### src/rtl/ps2_ascii_decoder.sv
// Purpose : PS/2 Set-2 scan-code bytes -> ASCII characters, buffered in a FWFT FIFO.
// Latency : 1 cycle from a mapped scan_valid strobe to ascii_valid/ascii_code when the FIFO is empty.
// Backpr. : ascii_valid/ascii_ready handshake; a push into a full FIFO without a pop is dropped and flagged on overflow.
//
// Ports:
//   clk, rst_n      clock, asynchronous active-low reset
//   scan_code/_valid scan-code byte with single-cycle strobe from the PS/2 receiver
//   ascii_code/_valid/_ready  FIFO head toward the keyboard I/O port (code is 00 when empty)
//   fifo_count      number of stored characters
//   overflow        one-cycle pulse, registered, after a character was dropped
//   caps_lock       Caps Lock state; shift_active = left or right Shift held
module ps2_ascii_decoder #(
  parameter int FIFO_DEPTH = 4,
  parameter int CASE_MODE  = 0
) (
  input  logic                          clk,
  input  logic                          rst_n,
  input  logic [7:0]                    scan_code,
  input  logic                          scan_valid,
  output logic [7:0]                    ascii_code,
  output logic                          ascii_valid,
  input  logic                          ascii_ready,
  output logic [$clog2(FIFO_DEPTH):0]   fifo_count,
  output logic                          overflow,
  output logic                          caps_lock,
  output logic                          shift_active
);

  localparam int AW = $clog2(FIFO_DEPTH);
  localparam int CW = AW + 1;

  localparam logic [1:0] ST_IDLE    = 2'd0;
  localparam logic [1:0] ST_BRK     = 2'd1;
  localparam logic [1:0] ST_EXT     = 2'd2;
  localparam logic [1:0] ST_EXT_BRK = 2'd3;

  logic [1:0]    state_q;
  logic          shift_l_q, shift_r_q;
  logic          caps_q, caps_held_q;

  logic [7:0]    mem_q [FIFO_DEPTH];
  logic [AW-1:0] rd_ptr_q, wr_ptr_q;
  logic [CW-1:0] count_q;
  logic          ovf_q;

  // ---------------- character map ----------------
  logic       letter_hit, digit_hit;
  logic [4:0] letter_idx;
  logic [3:0] digit_idx;

  always_comb begin
    letter_hit = 1'b0;
    letter_idx = 5'd0;
    digit_hit  = 1'b0;
    digit_idx  = 4'd0;
    case (scan_code)
      8'h45: {digit_hit, digit_idx} = {1'b1, 4'd0};
      8'h16: {digit_hit, digit_idx} = {1'b1, 4'd1};
      8'h1E: {digit_hit, digit_idx} = {1'b1, 4'd2};
      8'h26: {digit_hit, digit_idx} = {1'b1, 4'd3};
      8'h25: {digit_hit, digit_idx} = {1'b1, 4'd4};
      8'h2E: {digit_hit, digit_idx} = {1'b1, 4'd5};
      8'h36: {digit_hit, digit_idx} = {1'b1, 4'd6};
      8'h3D: {digit_hit, digit_idx} = {1'b1, 4'd7};
      8'h3E: {digit_hit, digit_idx} = {1'b1, 4'd8};
      8'h46: {digit_hit, digit_idx} = {1'b1, 4'd9};
      8'h1C: {letter_hit, letter_idx} = {1'b1, 5'd0};
      8'h32: {letter_hit, letter_idx} = {1'b1, 5'd1};
      8'h21: {letter_hit, letter_idx} = {1'b1, 5'd2};
      8'h23: {letter_hit, letter_idx} = {1'b1, 5'd3};
      8'h24: {letter_hit, letter_idx} = {1'b1, 5'd4};
      8'h2B: {letter_hit, letter_idx} = {1'b1, 5'd5};
      8'h34: {letter_hit, letter_idx} = {1'b1, 5'd6};
      8'h33: {letter_hit, letter_idx} = {1'b1, 5'd7};
      8'h43: {letter_hit, letter_idx} = {1'b1, 5'd8};
      8'h3B: {letter_hit, letter_idx} = {1'b1, 5'd9};
      8'h42: {letter_hit, letter_idx} = {1'b1, 5'd10};
      8'h4B: {letter_hit, letter_idx} = {1'b1, 5'd11};
      8'h3A: {letter_hit, letter_idx} = {1'b1, 5'd12};
      8'h31: {letter_hit, letter_idx} = {1'b1, 5'd13};
      8'h44: {letter_hit, letter_idx} = {1'b1, 5'd14};
      8'h4D: {letter_hit, letter_idx} = {1'b1, 5'd15};
      8'h15: {letter_hit, letter_idx} = {1'b1, 5'd16};
      8'h2D: {letter_hit, letter_idx} = {1'b1, 5'd17};
      8'h1B: {letter_hit, letter_idx} = {1'b1, 5'd18};
      8'h2C: {letter_hit, letter_idx} = {1'b1, 5'd19};
      8'h3C: {letter_hit, letter_idx} = {1'b1, 5'd20};
      8'h2A: {letter_hit, letter_idx} = {1'b1, 5'd21};
      8'h1D: {letter_hit, letter_idx} = {1'b1, 5'd22};
      8'h22: {letter_hit, letter_idx} = {1'b1, 5'd23};
      8'h35: {letter_hit, letter_idx} = {1'b1, 5'd24};
      8'h1A: {letter_hit, letter_idx} = {1'b1, 5'd25};
      default: ;
    endcase
  end

  logic [7:0] shifted_sym;

  always_comb begin
    case (digit_idx)
      4'd0:    shifted_sym = 8'h29;  // )
      4'd1:    shifted_sym = 8'h21;  // !
      4'd2:    shifted_sym = 8'h40;  // @
      4'd3:    shifted_sym = 8'h23;  // #
      4'd4:    shifted_sym = 8'h24;  // $
      4'd5:    shifted_sym = 8'h25;  // %
      4'd6:    shifted_sym = 8'h5E;  // ^
      4'd7:    shifted_sym = 8'h26;  // &
      4'd8:    shifted_sym = 8'h2A;  // *
      default: shifted_sym = 8'h28;  // (
    endcase
  end

  // Shift/Caps used here are the registered values, i.e. state before this byte.
  logic       upper;
  logic       map_hit;
  logic [7:0] map_dat;

  always_comb begin
    upper   = (CASE_MODE != 0) || (shift_active ^ caps_q);
    map_hit = 1'b1;
    map_dat = 8'h00;
    if (letter_hit) begin
      map_dat = (upper ? 8'h41 : 8'h61) + {3'b000, letter_idx};
    end else if (digit_hit) begin
      map_dat = shift_active ? shifted_sym : (8'h30 + {4'b0000, digit_idx});
    end else begin
      case (scan_code)
        8'h29:   map_dat = 8'h20;
        8'h5A:   map_dat = 8'h0D;
        8'h66:   map_dat = 8'h08;
        default: map_hit = 1'b0;
      endcase
    end
  end

  // Prefix/modifier codes are not in the map, so map_hit alone qualifies IDLE pushes.
  // Keypad Enter (E0 5A) reuses the 5A map entry, which is already 0D.
  logic push_vld;

  assign push_vld = scan_valid &&
                    (((state_q == ST_IDLE) && map_hit) ||
                     ((state_q == ST_EXT) && (scan_code == 8'h5A)));

  // ---------------- prefix FSM and modifiers ----------------
  always_ff @(posedge clk or negedge rst_n) begin
    if (!rst_n) begin
      state_q     <= ST_IDLE;
      shift_l_q   <= 1'b0;
      shift_r_q   <= 1'b0;
      caps_q      <= 1'b0;
      caps_held_q <= 1'b0;
    end else if (scan_valid) begin
      case (state_q)
        ST_IDLE: begin
          case (scan_code)
            8'hF0: state_q   <= ST_BRK;
            8'hE0: state_q   <= ST_EXT;
            8'h12: shift_l_q <= 1'b1;
            8'h59: shift_r_q <= 1'b1;
            8'h58: begin
              // Typematic repeats of a held Caps Lock must not re-toggle.
              if (!caps_held_q) begin
                caps_q      <= ~caps_q;
                caps_held_q <= 1'b1;
              end
            end
            default: ;
          endcase
        end
        ST_BRK: begin
          case (scan_code)
            8'h12:   shift_l_q   <= 1'b0;
            8'h59:   shift_r_q   <= 1'b0;
            8'h58:   caps_held_q <= 1'b0;
            default: ;
          endcase
          state_q <= ST_IDLE;
        end
        ST_EXT:  state_q <= (scan_code == 8'hF0) ? ST_EXT_BRK : ST_IDLE;
        default: state_q <= ST_IDLE;
      endcase
    end
  end

  // ---------------- FWFT FIFO ----------------
  logic fifo_full, do_pop, do_wr, do_drop;

  assign fifo_full = (count_q == CW'(FIFO_DEPTH));
  assign do_pop    = (count_q != '0) && ascii_ready;
  // A simultaneous pop frees a slot, so a full FIFO still accepts the push.
  assign do_wr     = push_vld && (!fifo_full || do_pop);
  assign do_drop   = push_vld && fifo_full && !do_pop;

  always_ff @(posedge clk) begin
    if (do_wr) begin
      mem_q[wr_ptr_q] <= map_dat;
    end
  end

  always_ff @(posedge clk or negedge rst_n) begin
    if (!rst_n) begin
      rd_ptr_q <= '0;
      wr_ptr_q <= '0;
      count_q  <= '0;
      ovf_q    <= 1'b0;
    end else begin
      ovf_q <= do_drop;
      if (do_wr) begin
        wr_ptr_q <= wr_ptr_q + 1'b1;
      end
      if (do_pop) begin
        rd_ptr_q <= rd_ptr_q + 1'b1;
      end
      case ({do_wr, do_pop})
        2'b10:   count_q <= count_q + 1'b1;
        2'b01:   count_q <= count_q - 1'b1;
        default: ;
      endcase
    end
  end

  assign ascii_valid  = (count_q != '0);
  assign ascii_code   = ascii_valid ? mem_q[rd_ptr_q] : 8'h00;
  assign fifo_count   = count_q;
  assign overflow     = ovf_q;
  assign caps_lock    = caps_q;
  assign shift_active = shift_l_q | shift_r_q;

endmodule

### config.mk
export PLATFORM = sky130hd
export DESIGN_NAME = ps2_ascii_decoder
export DESIGN_NICKNAME = d
export VERILOG_FILES = /design/src/rtl/ps2_ascii_decoder.sv
export SDC_FILE = /design/constraint.sdc
export NUM_CORES = 1
export LEC_CHECK = 0
export CAP_MARGIN = 0
export CORE_MARGIN = 2
export CORE_UTILIZATION = 54
export CTS_BUF_LIST = sky130_fd_sc_hd__clkbuf_8
export DETAILED_ROUTE_END_ITERATION = 8
export GPL_ROUTABILITY_DRIVEN = 0
export PLACE_DENSITY = 0.78
export SLEW_MARGIN = 5
export SYNTH_ARGS = -nofsm -noshare
export SYNTH_HDL_FRONTEND = slang
export SYNTH_SLANG_ARGS = --single-unit
### constraint.sdc
create_clock -name clk -period 2.2 [get_ports clk]
set_clock_uncertainty 0.1 [all_clocks]
set_input_delay 0.22 -clock clk [delete_from_list [all_inputs] [get_ports clk]]
set_output_delay 0.22 -clock clk [all_outputs]
set_load 0.01 [all_outputs]
Word-level counts from Yosys, hierarchy flattened
Memory sizes are Yosys's and may differ from the RTL's. Cells that the tools add are included.

Bits in registers: 14. Latch bits: 0. RAM bits: 32. ROM bits: 112. Output and inout port bits: 15. Logic and storage cells: 128. Memories: 2.

Memory list: (no name shown) (depth 16, width 7, read ports 1, clocked after Yosys merged registers in 0, write ports 0, line 100) `case (digit_idx)`; mem_q (depth 4, width 8, read ports 1, clocked after Yosys merged registers in 0, write ports 1, line 41) `logic [7:0] mem_q [FIFO_DEPTH];`.

$add $sub $neg: 6. Multiply operators: 0. Div/mod/pow operators: 0. Order comparisons: 0. Eq/ne operators: 56. Shift-type cells: 0. Muxes and demuxes: 28. Bitwise gates (word level): 4. Reductions and logical operators: 23.

Operator list (count): equality test 8 x 6 -> 1 bit, second input constant (23); one-hot mux 5 bit (25 select lines) (1); equality test 8 x 7 -> 1 bit, second input constant (11); equality test 8 x 5 -> 1 bit, second input constant (8); one-hot mux 4 bit (9 select lines) (1); 2-to-1 mux 8 bit (4); OR reduction 26 bit (1); one-hot mux 6 bit (3 select lines) (1); equality test 8 bit, second input constant (2); AND reduction 4 bit (4); 2-to-1 mux 1 bit (13); inequality test 2 x 1 -> 1 bit, second input constant (5); OR reduction 10 bit (1); adder 7 x 5 -> 8 bit (1); one-hot mux 2 bit (2 select lines) (2); adder 6 x 4 -> 7 bit, first input constant (1); logical AND 1 bit (7); 2-to-1 mux 6 bit (1); one-hot mux 1 bit (2 select lines) (3); one-hot mux 3 bit (2 select lines) (1); adder 2 x 1 -> 2 bit, second input constant (2); equality test 2 x 1 -> 1 bit, second input constant (2); equality test 2 bit, second input constant (2); nonzero test 2 bit (2); other kinds (15) (18).

Logic depth before layout (Yosys ltp)
Gate-level depths: netlist of the first run.

Word-level depth: 11. Mapped depth: 14. Mapped depth without buffers: 10.

Least setup slack after synthesis of the first run
Ideal clock, no wire load.

Path kind: input port to flip-flop. Start: in scan_code[7]. End: reg count_q[2] (netlist: fifo_count[2]). Setup time: 0.086 ns. Arrival: 2.710 ns. Path slack: -0.696 ns. Stages: 14. Buffers on the path: 4. Cells stage by stage: buf_2 or3b_1 clkbuf_1 a211o_1 nand3_1 or4_1 buf_2 o21a_4 buf_6 nor2_1 fa_1 nand2b_1 o31a_1 o221ai_2.

Longest elaborated chain between the ends: 11. Elaborated cells between the ends (all ways): 56. Those cells by class: eq/ne (41); mux (6); reduce/logical (9).

RTL lines: start: declaration (line 18) `input logic [7:0] scan_code,`; equality test 8 x 7 -> 1 bit, or another cell as far along (line 56) `case (scan_code)`; OR reduction 10 bit (no line) or OR reduction 3 bit (tied branches); 2-to-1 mux 1 bit (on tied branches) (line 56, 128); 2-to-1 mux 1 bit (line 125) `end else if (digit_hit) begin`; 2-to-1 mux 1 bit (line 123) `if (letter_hit) begin`; logical AND 1 bit (line 142) `(((state_q == ST_IDLE) && map_hit) ||`; logical OR 1 bit (*) (line 142); logical AND 1 bit (*) (line 141) `assign push_vld = scan_valid &&`; logical AND 1 bit (*) (line 192) `assign do_wr = push_vld && (!fifo_full || do_pop);`; equality test 2 x 1 -> 1 bit or equality test 2 bit (tied branches) (line 215) `case ({do_wr, do_pop})`; one-hot mux 3 bit (2 select lines) or nonzero test 2 bit (tied branches); end signal: assignment (line 216) `2'b10: count_q <= count_q + 1'b1;`; end signal: assignment (line 217) `2'b01: count_q <= count_q - 1'b1;`; end: declaration (line 43) `logic [CW-1:0] count_q;`.

Every way passes the cells marked *; elsewhere a longest branch is shown, timed or not. A chain may end at the register's enable or synchronous reset.

Worst setup path after layout of the first run
Start: in scan_code[4]. End: reg count_q[2] (netlist: fifo_count[2]).

Same word-level chain as after synthesis.

==> flow_summary.yaml, run 1 <==
outcome:
  status: "finished with violations"
  failed_checks: "setup timing"
critical_path:
  arrival_ns: 2.69
  critPathSlowestCell: "nor4b_4"
  start_kind: "input port"
  worstReg2RegStart: "state_q[0]"
  critical-path-max-stage-delay_ns: 0.45
  end_kind: "flop"
  cp_common_cell: "buf_6"
  path_buf_inv: 3
  critPathTopFamily: "simple AND/OR/NAND/NOR gates"
  rrSetupSlack_ns: -0.05
  r2r_end: "fifo_count[2]"
  path_max_fanout: 6
  crit_chain: "buf_6, buf_6, nor4b_4, buf_4, a32oi_2, o311a_1, or4b_4, o21a_4, nor2_4, fa_2, nand2b_4, o31a_1, o221ai_2"
  criticalPathCategory: "input port to flop"
  cp.required_ns: 2.34
  r2r_cells: 9
sta:
  hold_slack_ns: 0.228
  rsz0062_at_grt: "yes"
  clock.fmax_ghz: 0.392
  setup_ws_ns: -0.353
  period_share_pct: 116
  setup_viol: 65
  period_needed_ns: 2.55
  maxSlewHeadroom_pct: 51.5
  finalHoldViolCount: 0
  worst_pin_slew_ns: 0.725
  slew_viol_final: 0
placement:
  place_ws_ns: -1.13
  hpwl_um: 5750
  port_buffers: 26
finish:
  diodes: 0
  area_growth_pct: 64.3
  n_fill_cell: 175
  layout_common_cells: "buf_4, edfxtp_1, nand2_1"
  drive_gt1_share_pct: 54.8
  finalNetCount: 455
  mostFrequentLayoutCell: "buf_4"
power:
  vdd_drop_max_uv: 648
  p_leak_nw: 2.17
  cellPowerDensity_nw_per_um2: 685
global_routing:
  first_global_vias: 3310
  track_usage_pct: 36.5
  grt_pass1_wl_um: 17200
  grt_antenna_before_repair: 0
  grt_max_degree: 15
  globalRoute.totalOverflow: 0
routing:
  drc: 0
  via_per_inst: 6.88
  wirelength_um: 13800
  post_drt_wl_per_cell_um: 27.0
  first_pass_iters: 5
  vias: 3509
  drtAntennaViolNets: 0
  drt_iter0_drc: 452
yosys:
  synth-main-ff-cell: "edfxtp_1"
  ys_seq_elements: 46
  ys_seq_area_share_pct: 43.0
  synth_edf_count: 32
  syn_area_per_cell_um2: 10.8
  synth_warnings: 0
  synth_cell_types: 70
  syn_area_um2: 3050
  synth_cells: 281
  synthArstFlopShare_pct: 30.4
floorplanning:
  num_rows: 27
  core_area_um2: 5470
  die_y_um: 79.1
  fp.dieW_um: 79.1
  ios: 27
  die_area_um2: 6260
  start_util_pct: 55.7
job:
  cap_violations: 0
clocking:
  clk_latency_ns: 0.31
  htree_levels: 2
  cts_root_buf: "clkbuf_8"
  clock-sinks: 46
  tritoncts: "built"
  clockBufferDepth: 2
  clk_pin_slew_ns: 0.09
  cts_buffers: 5
worst_hold_path:
  hp-class: "input port to async pin"
per-stage QoR:
stage          std cells  total power, W  area [µm²]  setup TNS, ns  utilization, %
2_1_floorplan        284         0.00189        3120         -11.37               -
3_3_place_gp         439         0.00243        3900         -50.00            71.3
3_5_place_dp         439         0.00250        3900         -55.13            71.3
4_1_cts              497         0.00321        4700          -7.04            85.8
5_1_grt              510         0.00354        5010         -15.99            91.5
6_report             510         0.00343        5010         -14.77            91.5
registers in the layout (all words and copies together), names as in the netlist:
signal / cells
shift_l_q: 1
rd_ptr_q: 2
state_q: 2
mem_q: 32
shift_r_q: 1
caps_lock: 1
overflow: 1
fifo_count: 3
caps_held_q: 1
wr_ptr_q: 2
synth_stat cells, drive strengths merged, types with 3 or more instances:
cell | n | area, µm²
a21oi | 11 | 55.1
nor4bb | 4 | 40.0
ha | 5 | 62.6
and2 | 12 | 77.6
nor4 | 6 | 43.8
dfrtp | 14 | 350
edfxtp | 32 | 961
buf | 16 | 136
nor2b | 5 | 31.3
nand2 | 28 | 105
nor4b | 4 | 65.1
inv | 10 | 37.5
o22ai | 3 | 18.8
nor3 | 3 | 15.0
o211ai | 7 | 52.6
clkbuf | 3 | 11.3
and3 | 7 | 48.8
nand2b | 9 | 66.3
nand3 | 7 | 35.0
o21ai | 18 | 90.1
nor2 | 15 | 56.3
or3b | 3 | 26.3
xnor2 | 6 | 52.6
a32oi | 4 | 42.6
mux4 | 8 | 180
mux2i | 5 | 50.1
repair_timing:
item	CTS	global route
setup buffers	47	14
pin swaps	38	26
hold buffers	0	0
setup endpoints to repair	74	69
resized for setup	113	48
gates cloned	5	0
metal layers:
metal	vias up	wire length (µm)	part of all wire, %	global-route usage [%]
li1	1379	-	-	-
met1	1652	4510	33	41.0
met2	353	6640	48	65.4
met3	125	1330	9.7	6.70
met4	0	1270	9.2	19.3
met5	-	0	0	0
worst register-to-register path, cell delays in order, from the launching register on:
cell and delay [ns]:
dfrtp_1 0.43, inv_1 0.13, nand2_1 0.09, a21oi_1 0.24
o21a_4 0.20, nor2_4 0.04, fa_2 0.39, nand2b_4 0.16
o31a_1 0.26, o221ai_2 0.13
worst max path at each step:
stage	from	to	cells past startpoint
floorplan	scan_code[2]	fifo_count[2]	13
global placement	scan_code[5]	fifo_count[2]	12
detailed placement	scan_code[5]	fifo_count[2]	12
CTS	scan_code[0]	fifo_count[2]	12
global route	scan_code[1]	fifo_count[2]	12
finish	scan_code[4]	fifo_count[2]	13
power breakdown:
part	total, W	leakage (nW)	internal [W]	switching (W)
Combinational	0.00167	1.64	0.000854	0.000813
Clock	0.000639	0.0556	0.000335	0.000305
Sequential	0.00113	0.479	0.00102	0.000107
layout make-up:
type	instances	area (µm²)	share of cell area [%]
multi-input combinational	209	1980	39.5
clock buffer	5	68.8	1.37
tap	72	90.1	1.80
clock inverter	3	41.3	0.825
sequential	46	1310	26.2
timing repair buffer	165	1480	29.5
inverter	10	37.5	0.750
logic make-up after synthesis:
kind of cell	count (synthesis)	synth area share, %
AND/OR/NAND/NOR	118	24.1
XOR/XNOR	7	2.26
adder cells (fa/ha/maj)	6	2.71
AO/OA/AOI/OAI	60	13.7
flip-flops	46	43.0
other	1	0.123
buffers and inverters	29	6.08
multiplexers	14	8.05
(Power assumes the default switching activity.)
==> run 2: changes to the inputs <==
--- a/config.mk
+++ b/config.mk
@@ -7,11 +7,13 @@
 export LEC_CHECK = 0
 export CAP_MARGIN = 0
 export CORE_MARGIN = 2
-export CORE_UTILIZATION = 54
+export CORE_UTILIZATION = 51
 export CTS_BUF_LIST = sky130_fd_sc_hd__clkbuf_8
 export DETAILED_ROUTE_END_ITERATION = 8
+export DONT_BUFFER_PORTS = 1
 export GPL_ROUTABILITY_DRIVEN = 0
-export PLACE_DENSITY = 0.78
+export PLACE_DENSITY = 0.69
+export SKIP_LAST_GASP = 1
 export SLEW_MARGIN = 5
 export SYNTH_ARGS = -nofsm -noshare
 export SYNTH_HDL_FRONTEND = slang
==> flow_summary.yaml, run 2 (synthesized netlist as in run 1, its figures left out) <==
worst_hold_path:
  hp-class: "input port to flop"
  worstHoldStart: "scan_code[7]"
  min_path_cells: 2
  min_to: "state_q[1]"
global_routing:
  globalRoute.totalOverflow: 0
  met3_usage_pct: 3.67
  grt_max_degree: 21
  first_global_vias: 2228
  track_usage_pct: 22.4
  grt_pass1_wl_um: 11100
  grt_util_met2_pct: 38.4
  top_usage_layer: "met2"
  grt_antenna_before_repair: 0
  grt_util_met1_pct: 28.8
clocking:
  clk_pin_slew_ns: 0.08
  htree_levels: 2
  cts_root_buf: "clkbuf_8"
  clockBufferDepth: 2
  tritoncts: "built"
  cts_buffers: 5
  clock-sinks: 46
  clk_latency_ns: 0.29
routing:
  vias: 2370
  first_pass_iters: 4
  post_drt_wl_per_cell_um: 16.6
  drc: 0
  drtAntennaViolNets: 0
  drt_iter0_drc: 150
  wirelength_um: 6860
  via_per_inst: 5.72
critical_path:
  criticalPathCategory: "input port to flop"
  cp.required_ns: 2.30
  worstReg2RegStart: "fifo_count[2]"
  arrival_ns: 2.33
  rrSetupSlack_ns: 0.09
  start_kind: "input port"
  path_max_fanout: 20
  r2r_end: "fifo_count[1]"
  end_kind: "flop"
  r2r_cells: 6
power:
  cellPowerDensity_nw_per_um2: 730
  switching_share_pct: 31.9
  vdd_drop_max_uv: 768
  p_leak_nw: 1.52
  seqPwrFrac_pct: 40.4
  intPower_w: 0.00185
  combPwrFrac_pct: 36.9
  p_sw_w: 0.000866
  clockPowerShare_pct: 22.7
sta:
  finalHoldViolCount: 0
  slew_viol_final: 0
  maxSlewHeadroom_pct: 55.4
  clock.fmax_ghz: 0.448
  hold_slack_ns: 0.00480
  period_needed_ns: 2.23
  setup_viol: 1
  setup_ws_ns: -0.0330
  worst_pin_slew_ns: 0.667
  period_share_pct: 101
  rsz0062_at_grt: "yes"
floorplanning:
  fp.dieW_um: 81.3
  die_area_um2: 6610
  core_area_um2: 5850
  die_y_um: 81.3
  start_util_pct: 52.1
  ios: 27
  num_rows: 28
placement:
  hpwl_um: 4970
  post-place-cells: 391
  port_buffers: 0
finish:
  mostFrequentLayoutCell: "buf_4"
  layout_common_cells: "buf_4, edfxtp_1, nand2_1"
  largest_reg_flops: 32
  stdcell_count: 414
  area_growth_pct: 22.1
  finalNetCount: 356
  largest_register: "mem_q"
  diodes: 0
  drive_gt1_share_pct: 33.6
job:
  cap_violations: 0
outcome:
  failed_checks: "setup timing"
  status: "finished with violations"
==> run 2: cell types whose count changed in the layout (fill, tap and decap cells not counted), moves of 5 or more <==
cell / change
buf_6: -21
clkdlybuf4s50_1: -10
o21ai_0: +6
dlygate4sd2_1: -5
buf_4: -51
==> run 2: critical path, cell delays in order <==
cell and delay, ns:
nand2b_4 0.12, or4_4 0.56, o311a_1 0.14, or4b_4 0.22, o21a_4 0.14, nor2_4 0.03, fa_2 0.54, o211ai_1 0.08
a221oi_1 0.27
==> run 2: what timing repair did <==
item,4_1_cts,5_1_grt
endpoints found under the setup margin,2,44
hold endpoints to repair,17,0
gates resized for setup,8,4
hold buffers,4,0
setup buffers,8,3
pin swaps,9,11
==> run 2: cell type report <==
| cell class | count | area [µm²] |
|---|---|---|
| fill | 465 | 2130 |
| multi-input combinational | 209 | 1660 |
| sequential | 46 | 1310 |
| timing repair buffer | 66 | 505 |
| tap | 75 | 93.8 |
| clock buffer | 5 | 68.8 |
| clock inverter | 3 | 41.3 |
| inverter | 10 | 37.5 |
==> run 2: per-stage QoR <==
stage	utilization [%]	setup WS [ns]	total power, W	setup TNS [ns]	area (µm²)
floorplan	-	-0.640	0.00189	-11.37	3120
global placement	58.7	-0.379	0.00207	-10.62	3430
detailed placement	58.7	-0.423	0.00210	-13.03	3430
CTS	62.8	0.00161	0.00274	0	3670
global route	63.6	-0.0766	0.00288	-0.153	3720
finish	63.6	-0.0330	0.00272	-0.0330	3720
==> run 2: how the worst max path moves through the flow <==
stage | end | startpoint | slack, ns | depth (start not counted)
3_3_place_gp | fifo_count[2] | scan_code[5] | -0.38 | 10
4_1_cts | fifo_count[1] | scan_code[4] | 0.002 | 9
2_1_floorplan | fifo_count[2] | scan_code[2] | -0.64 | 13
3_5_place_dp | fifo_count[1] | scan_code[5] | -0.42 | 9
6_report | fifo_count[1] | scan_code[2] | -0.03 | 9
5_1_grt | fifo_count[2] | scan_code[2] | -0.08 | 10
==> run 2: per-layer routing <==
layer | routed length (µm) | up-vias
met5 | 0 | -
met2 | 3460 | 63
li1 | - | 1168
met3 | 278 | 13
met4 | 157 | 0
met1 | 2960 | 1126
==> run 2: power groups by stage <==
stage | logic, W | registers, W | clock network (W)
2_1_floorplan | 0.000781 | 0.00111 | 0
3_3_place_gp | 0.000957 | 0.00111 | 0
3_5_place_dp | 0.000981 | 0.00112 | 0
4_1_cts | 0.00101 | 0.00110 | 0.000627
5_1_grt | 0.00111 | 0.00111 | 0.000663
6_report | 0.00100 | 0.00110 | 0.000617
